**src/rtl/arm_pkg.sv**
```systemverilog
// arm_pkg: shared constants, ALU command codes, mode/opcode constants and the
// decoded-control bundle used across the ARM core pipeline.
package arm_pkg;

    localparam int DATA_W    = 32;
    localparam int REG_IDX_W = 4;
    localparam int CMD_W     = 4;

    // ALU execute commands produced by the control unit
    localparam logic [CMD_W-1:0] ALU_MOV = 4'b0001;
    localparam logic [CMD_W-1:0] ALU_MVN = 4'b1001;
    localparam logic [CMD_W-1:0] ALU_ADD = 4'b0010;
    localparam logic [CMD_W-1:0] ALU_ADC = 4'b0011;
    localparam logic [CMD_W-1:0] ALU_SUB = 4'b0100;
    localparam logic [CMD_W-1:0] ALU_SBC = 4'b0101;
    localparam logic [CMD_W-1:0] ALU_AND = 4'b0110;
    localparam logic [CMD_W-1:0] ALU_ORR = 4'b0111;
    localparam logic [CMD_W-1:0] ALU_EOR = 4'b1000;

    // Instruction mode field
    localparam logic [1:0] MODE_ARITH  = 2'b00;
    localparam logic [1:0] MODE_MEM    = 2'b01;
    localparam logic [1:0] MODE_BRANCH = 2'b10;

    // Data-processing opcodes
    localparam logic [3:0] OP_AND = 4'b0000;
    localparam logic [3:0] OP_EOR = 4'b0001;
    localparam logic [3:0] OP_SUB = 4'b0010;
    localparam logic [3:0] OP_ADD = 4'b0100;
    localparam logic [3:0] OP_ADC = 4'b0101;
    localparam logic [3:0] OP_SBC = 4'b0110;
    localparam logic [3:0] OP_TST = 4'b1000;
    localparam logic [3:0] OP_CMP = 4'b1010;
    localparam logic [3:0] OP_ORR = 4'b1100;
    localparam logic [3:0] OP_MOV = 4'b1101;
    localparam logic [3:0] OP_MVN = 4'b1111;

    typedef struct packed {
        logic [CMD_W-1:0] exe_cmd;
        logic             mem_read;
        logic             mem_write;
        logic             wb_en;
        logic             branch;
        logic             s;
    } ctrl_t;

endpackage

```
**src/rtl/id_exe_perf_counter.sv**
```systemverilog
// id_exe_perf_counter: 32-bit wrapping event counter with synchronous active-low reset.
// Ports: clk, rst_n (sync, active-low), inc (count this edge), count (current value).
module id_exe_perf_counter
    import arm_pkg::*;
(
    input  logic        clk,
    input  logic        rst_n,
    input  logic        inc,
    output logic [31:0] count
);

    always_ff @(posedge clk) begin
        if (!rst_n)
            count <= '0;
        else if (inc)
            count <= count + 32'd1;
    end

endmodule

```
**src/rtl/id_exe_stage_reg.sv**
```systemverilog
// id_exe_stage_reg: ID->EXE pipeline register with freeze, flush and bubble handling.
// Ports: clk, rst_n (sync, active-low), freeze/flush/bubble controls, valid_in, the ID-stage
// control bits, operands, immediates and register indices (*_in), their registered copies
// (*_out) and valid_out. Optional macro ID_EXE_PERF_CNT_EN adds bubble_cnt/flush_cnt/freeze_cnt.
module id_exe_stage_reg
    import arm_pkg::*;
#(
    parameter int DATA_W    = arm_pkg::DATA_W,
    parameter int REG_IDX_W = arm_pkg::REG_IDX_W
) (
    input  logic                 clk,
    input  logic                 rst_n,
    input  logic                 freeze,
    input  logic                 flush,
    input  logic                 bubble,
    input  logic                 valid_in,
    input  logic [DATA_W-1:0]    pc_in,
    input  logic [CMD_W-1:0]     exe_cmd_in,
    input  logic                 mem_read_in,
    input  logic                 mem_write_in,
    input  logic                 wb_en_in,
    input  logic                 branch_in,
    input  logic                 s_in,
    input  logic [DATA_W-1:0]    val_rn_in,
    input  logic [DATA_W-1:0]    val_rm_in,
    input  logic                 imm_in,
    input  logic [11:0]          shift_operand_in,
    input  logic [23:0]          simm24_in,
    input  logic [REG_IDX_W-1:0] dest_in,
    input  logic [REG_IDX_W-1:0] src1_in,
    input  logic [REG_IDX_W-1:0] src2_in,
    input  logic                 carry_in,
    output logic                 valid_out,
    output logic [DATA_W-1:0]    pc_out,
    output logic [CMD_W-1:0]     exe_cmd_out,
    output logic                 mem_read_out,
    output logic                 mem_write_out,
    output logic                 wb_en_out,
    output logic                 branch_out,
    output logic                 s_out,
    output logic [DATA_W-1:0]    val_rn_out,
    output logic [DATA_W-1:0]    val_rm_out,
    output logic                 imm_out,
    output logic [11:0]          shift_operand_out,
    output logic [23:0]          simm24_out,
    output logic [REG_IDX_W-1:0] dest_out,
    output logic [REG_IDX_W-1:0] src1_out,
    output logic [REG_IDX_W-1:0] src2_out,
    output logic                 carry_out
`ifdef ID_EXE_PERF_CNT_EN
    ,
    output logic [31:0]          bubble_cnt,
    output logic [31:0]          flush_cnt,
    output logic [31:0]          freeze_cnt
`endif
);

    ctrl_t ctrl_in, ctrl_q;
    logic  live;

    assign ctrl_in = '{exe_cmd: exe_cmd_in, mem_read: mem_read_in, mem_write: mem_write_in,
                       wb_en: wb_en_in, branch: branch_in, s: s_in};
    // Only a real, non-bubbled instruction may carry side-effecting control into EXE
    assign live = valid_in & ~bubble;

    always_ff @(posedge clk) begin
        if (!rst_n || flush) begin
            valid_out         <= 1'b0;
            ctrl_q            <= '0;
            pc_out            <= '0;
            val_rn_out        <= '0;
            val_rm_out        <= '0;
            imm_out           <= 1'b0;
            shift_operand_out <= '0;
            simm24_out        <= '0;
            dest_out          <= '0;
            src1_out          <= '0;
            src2_out          <= '0;
            carry_out         <= 1'b0;
        end else if (!freeze) begin
            valid_out         <= live;
            ctrl_q            <= live ? ctrl_in : '0;
            pc_out            <= pc_in;
            val_rn_out        <= val_rn_in;
            val_rm_out        <= val_rm_in;
            imm_out           <= imm_in;
            shift_operand_out <= shift_operand_in;
            simm24_out        <= simm24_in;
            dest_out          <= dest_in;
            src1_out          <= src1_in;
            src2_out          <= src2_in;
            carry_out         <= carry_in;
        end
    end

    assign exe_cmd_out   = ctrl_q.exe_cmd;
    assign mem_read_out  = ctrl_q.mem_read;
    assign mem_write_out = ctrl_q.mem_write;
    assign wb_en_out     = ctrl_q.wb_en;
    assign branch_out    = ctrl_q.branch;
    assign s_out         = ctrl_q.s;

`ifdef ID_EXE_PERF_CNT_EN
    // Flush dominates freeze, freeze dominates bubble: at most one event per edge
    id_exe_perf_counter u_bubble_cnt (.clk(clk), .rst_n(rst_n), .inc(bubble & ~flush & ~freeze), .count(bubble_cnt));
    id_exe_perf_counter u_flush_cnt  (.clk(clk), .rst_n(rst_n), .inc(flush),                     .count(flush_cnt));
    id_exe_perf_counter u_freeze_cnt (.clk(clk), .rst_n(rst_n), .inc(freeze & ~flush),           .count(freeze_cnt));
`endif

endmodule
```
**config.mk**
```make
export PLATFORM = sky130hd
export DESIGN_NAME = id_exe_stage_reg
export DESIGN_NICKNAME = d
export VERILOG_FILES = /design/src/rtl/arm_pkg.sv /design/src/rtl/id_exe_perf_counter.sv /design/src/rtl/id_exe_stage_reg.sv
export SDC_FILE = /design/constraint.sdc
export NUM_CORES = 1
export LEC_CHECK = 0
export CELL_PAD_IN_SITES_DETAIL_PLACEMENT = 0
export CELL_PAD_IN_SITES_GLOBAL_PLACEMENT = 1
export CORE_UTILIZATION = 30
export DETAILED_ROUTE_END_ITERATION = 8
export GPL_TIMING_DRIVEN = 0
export HOLD_SLACK_MARGIN = 0.06
export PLACE_DENSITY = 0.85
export SYNTH_ARGS = -nofsm -noshare
export SYNTH_HDL_FRONTEND = slang
export SYNTH_HIERARCHICAL = 1
export SYNTH_SLANG_ARGS = --single-unit
```
**constraint.sdc**
```tcl
create_clock -name clk -period 1.4 [get_ports clk]
set_input_delay 0.14 -clock clk [delete_from_list [all_inputs] [get_ports clk]]
set_output_delay 0.14 -clock clk [all_outputs]
set_load 0.005 [all_outputs]
```
==> flow_metrics.tcl <==
set metrics [dict create \
    status "complete, no violations" \
    routedWlPerCell_um 14.9 \
    holdPathEnd "valid_out$_SDFFE_PP0N_" \
    fin_area_mm2 0.00959 \
    fmax_ghz 0.856 \
    route.detailed.drc 0 \
    gp_congestion 0.738 \
    drv_slew 0 \
    ctsRootBufferMaster "clkbuf_16" \
    min_period_over_period_pct 83.4 \
    die_w_um 139 \
    p_per_area_mw_per_mm2 1100 \
    synth_area_leaders "dfxtp_1, mux2i_1, nor2_1, buf_12, a32o_1" \
    p_leak_nw 4.95 \
    ant_nets 0 \
    drive_gt1_share_pct 9.36 \
    yosysTopAreaCell "dfxtp_1" \
    antenna_found_initial 1 \
    nNetsFinal 993 \
    wl_met3_um 1840 \
    grt-ovfl-total 0 \
    path_buf_inv 1 \
    ys_seq_elements 156 \
    syn_area_mm2 0.00566 \
    yosysUniqueCellTypes 16 \
    place_area_mm2 0.00910 \
    via_per_inst 4.33 \
    reg2reg_slack_ns 0.70 \
    routed.top_layer "met4" \
    htree_levels 4 \
    place_hpwl_um 12300 \
    ys_warn_count 6 \
    start_util_pct 31.1 \
    synth_top_cell_area_share_pct 55.1 \
    syn-num-nets 659 \
    crit_path_end_kind "output pin" \
    wl_met1_um 6270 \
    crit_required_ns 1.26 \
    cts_inserted_buffers 17 \
    dr.pass1.iters 4 \
    max-cap-violations 0 \
    yosysMostFrequentCell "dfxtp_1" \
    r2r-start "valid_out$_SDFFE_PP0N_" \
    cts_tree "done" \
    synth_area_per_cell_um2 11.4 \
    hold_violations 0 \
    top_level_ports 317 \
    die-area_mm2 0.0194 \
    fillers 1729 \
    ir_drop_mv 0.780 \
    drtIter0Drc 75 \
    synth_cells 498 \
    grt_pass1_wl_um 24600 \
    rows 49 \
    cts.sinks 156 \
    crit_type "reg2out" \
    async_flop_share_pct 0 \
    cp_top_family "flip-flops" \
    rsz0062_at_grt "false" \
    drt_wl_total_um 16000 \
    slowest_stage "dfxtp_1" \
    max_slew_margin_pct 70.2 \
    period_minus_slack_ns 1.17 \
    cp-start-kind "flop" \
    setup_violations 0 \
    fp.dieH_um 139 \
    skew_ns 0 \
    grt_pass1_vias 4743 \
    seq_area_frac_synth_pct 55.1 \
    dr_wl_met2_um 7660 \
    crit_chain "dlygate4sd2_1" \
    diodes 0 \
    grtUsageTotal_pct 16.3 \
    port_buffers 315 \
    worstMarginPinSlew_ns 0.446 \
    r2r-end "valid_out$_SDFFE_PP0N_" \
    instances_no_fill 1073 \
    dp_cells 1042 \
    crit_fanout 2 \
    clk_latency_ns 0.41 \
    cp.arrival_ns 1.03 \
    clkTransAtPathRegs_ns 0.07 \
    min_delay_path_depth 3 \
    core_mm2 0.0182 \
    cts_buffer_depth 2 \
    hold_class "in2reg" \
    synth-edff-count 0 \
    min_from "freeze" \
    grt_max_degree 17 \
    rr_worst_depth 2 \
    area_growth_pct 69.3 \
    dr_total_vias 4641 \
    cpPeakStageDelay_ns 0.33 \
    yosys_most_used_dff "dfxtp_1" \
    synth_common_cells "dfxtp_1, mux2i_1, nor2_1" \
]
==> layer usage <==
layer  up-vias  track usage (%)
met5         -                0
met4         0             5.32
met3        14             7.85
met2       204             28.8
met1      2085             16.9
li1       2338                -
==> flip-flops by register name (all words and copies together) (netlist names), 4 cells and up <==
register / flops
src1_out: 4
simm24_out: 24
exe_cmd_out: 4
dest_out: 4
shift_operand_out: 12
src2_out: 4
val_rn_out: 32
val_rm_out: 32
pc_out: 32
==> area by class of cell <==
| class | instances | area, um^2 | share of cell area, % |
|---|---|---|---|
| plain buffers | 35 | 388 | 4.05 |
| clock buffers | 17 | 425 | 4.44 |
| clock inverters | 14 | 161 | 1.68 |
| multi-input cells | 307 | 2150 | 22.5 |
| flip-flops and latches | 156 | 3140 | 32.7 |
| well taps | 229 | 287 | 2.99 |
| repair buffers | 315 | 3030 | 31.6 |
==> where the power goes <==
| group | internal [mW] | total [mW] | switching (mW) |
|---|---|---|---|
| registers | 4.58 | 4.64 | 0.0630 |
| logic | 0.830 | 1.28 | 0.455 |
| clock network | 2.66 | 4.62 | 1.96 |
==> per-stage QoR <==
stage | util, % | setup WS (ns) | total power, mW | TNS [ns] | hold slack [ns]
final | 52.6 | 0.232 | 10.5 | 0 | 0.144
after global routing | 52.6 | 0.179 | 11.0 | 0 | 0.142
after CTS | 52.3 | 0.0000483 | 10.7 | 0 | 0.126
after detailed placement | 50.0 | -0.166 | 6.14 | -16.88 | 0.455
after global placement | 50.0 | -0.151 | 6.12 | -14.13 | 0.447
after floorplan | - | 0.512 | 5.30 | 0 | 0.284
==> logic make-up (layout without fill, tap and decap cells) <==
logic type	count (synthesis)	after routing	synth area share, %
compound gates	10	10	1.72
buf+inv	35	381	6.85
flops	156	156	55.1
mux	146	146	25.8
simple gates	151	151	10.5
==> worst max path at each step <==
| stage | start | endpoint | cells after the start |
|---|---|---|---|
| after detailed placement | flush | val_rm_out[28]$_SDFFE_PP0N_ | 5 |
| after CTS | pc_out[10]$_SDFFE_PP0N_ | pc_out[10] | 1 |
| after global routing | val_rn_out[18]$_SDFFE_PP0N_ | val_rn_out[18] | 1 |
| after floorplan | freeze | val_rn_out[17]$_SDFFE_PP0N_ | 5 |
| after global placement | flush | val_rm_out[28]$_SDFFE_PP0N_ | 5 |
| final | src2_out[3]$_SDFFE_PP0N_ | src2_out[3] | 1 |
==> layout by cell type, fill, tap and decap left out, drive strengths merged <==
master         Yosys  routed
a32o               9       9
and2               1       1
and3b              1       1
buf               35      35
bufinv             0       2
clkbuf             0      17
clkdlybuf4s50      0     159
clkinv             0       2
clkinvlp           0       4
dfxtp            156     156
dlygate4sd2        0     136
dlymetal6s2s       0      20
inv                0       6
mux2i            146     146
nand2b             1       1
nor2             146     146
nor2b              1       1
nor3b              1       1
o21a               1       1
==> repair_timing <==
action / 4_1_cts / 5_1_grt
hold buffers: 0 / 0
gates resized for setup: 145 / 24
buffers inserted: 0 / 0
endpoints found under the setup margin: 141 / 20
(Power assumes the default switching activity.)
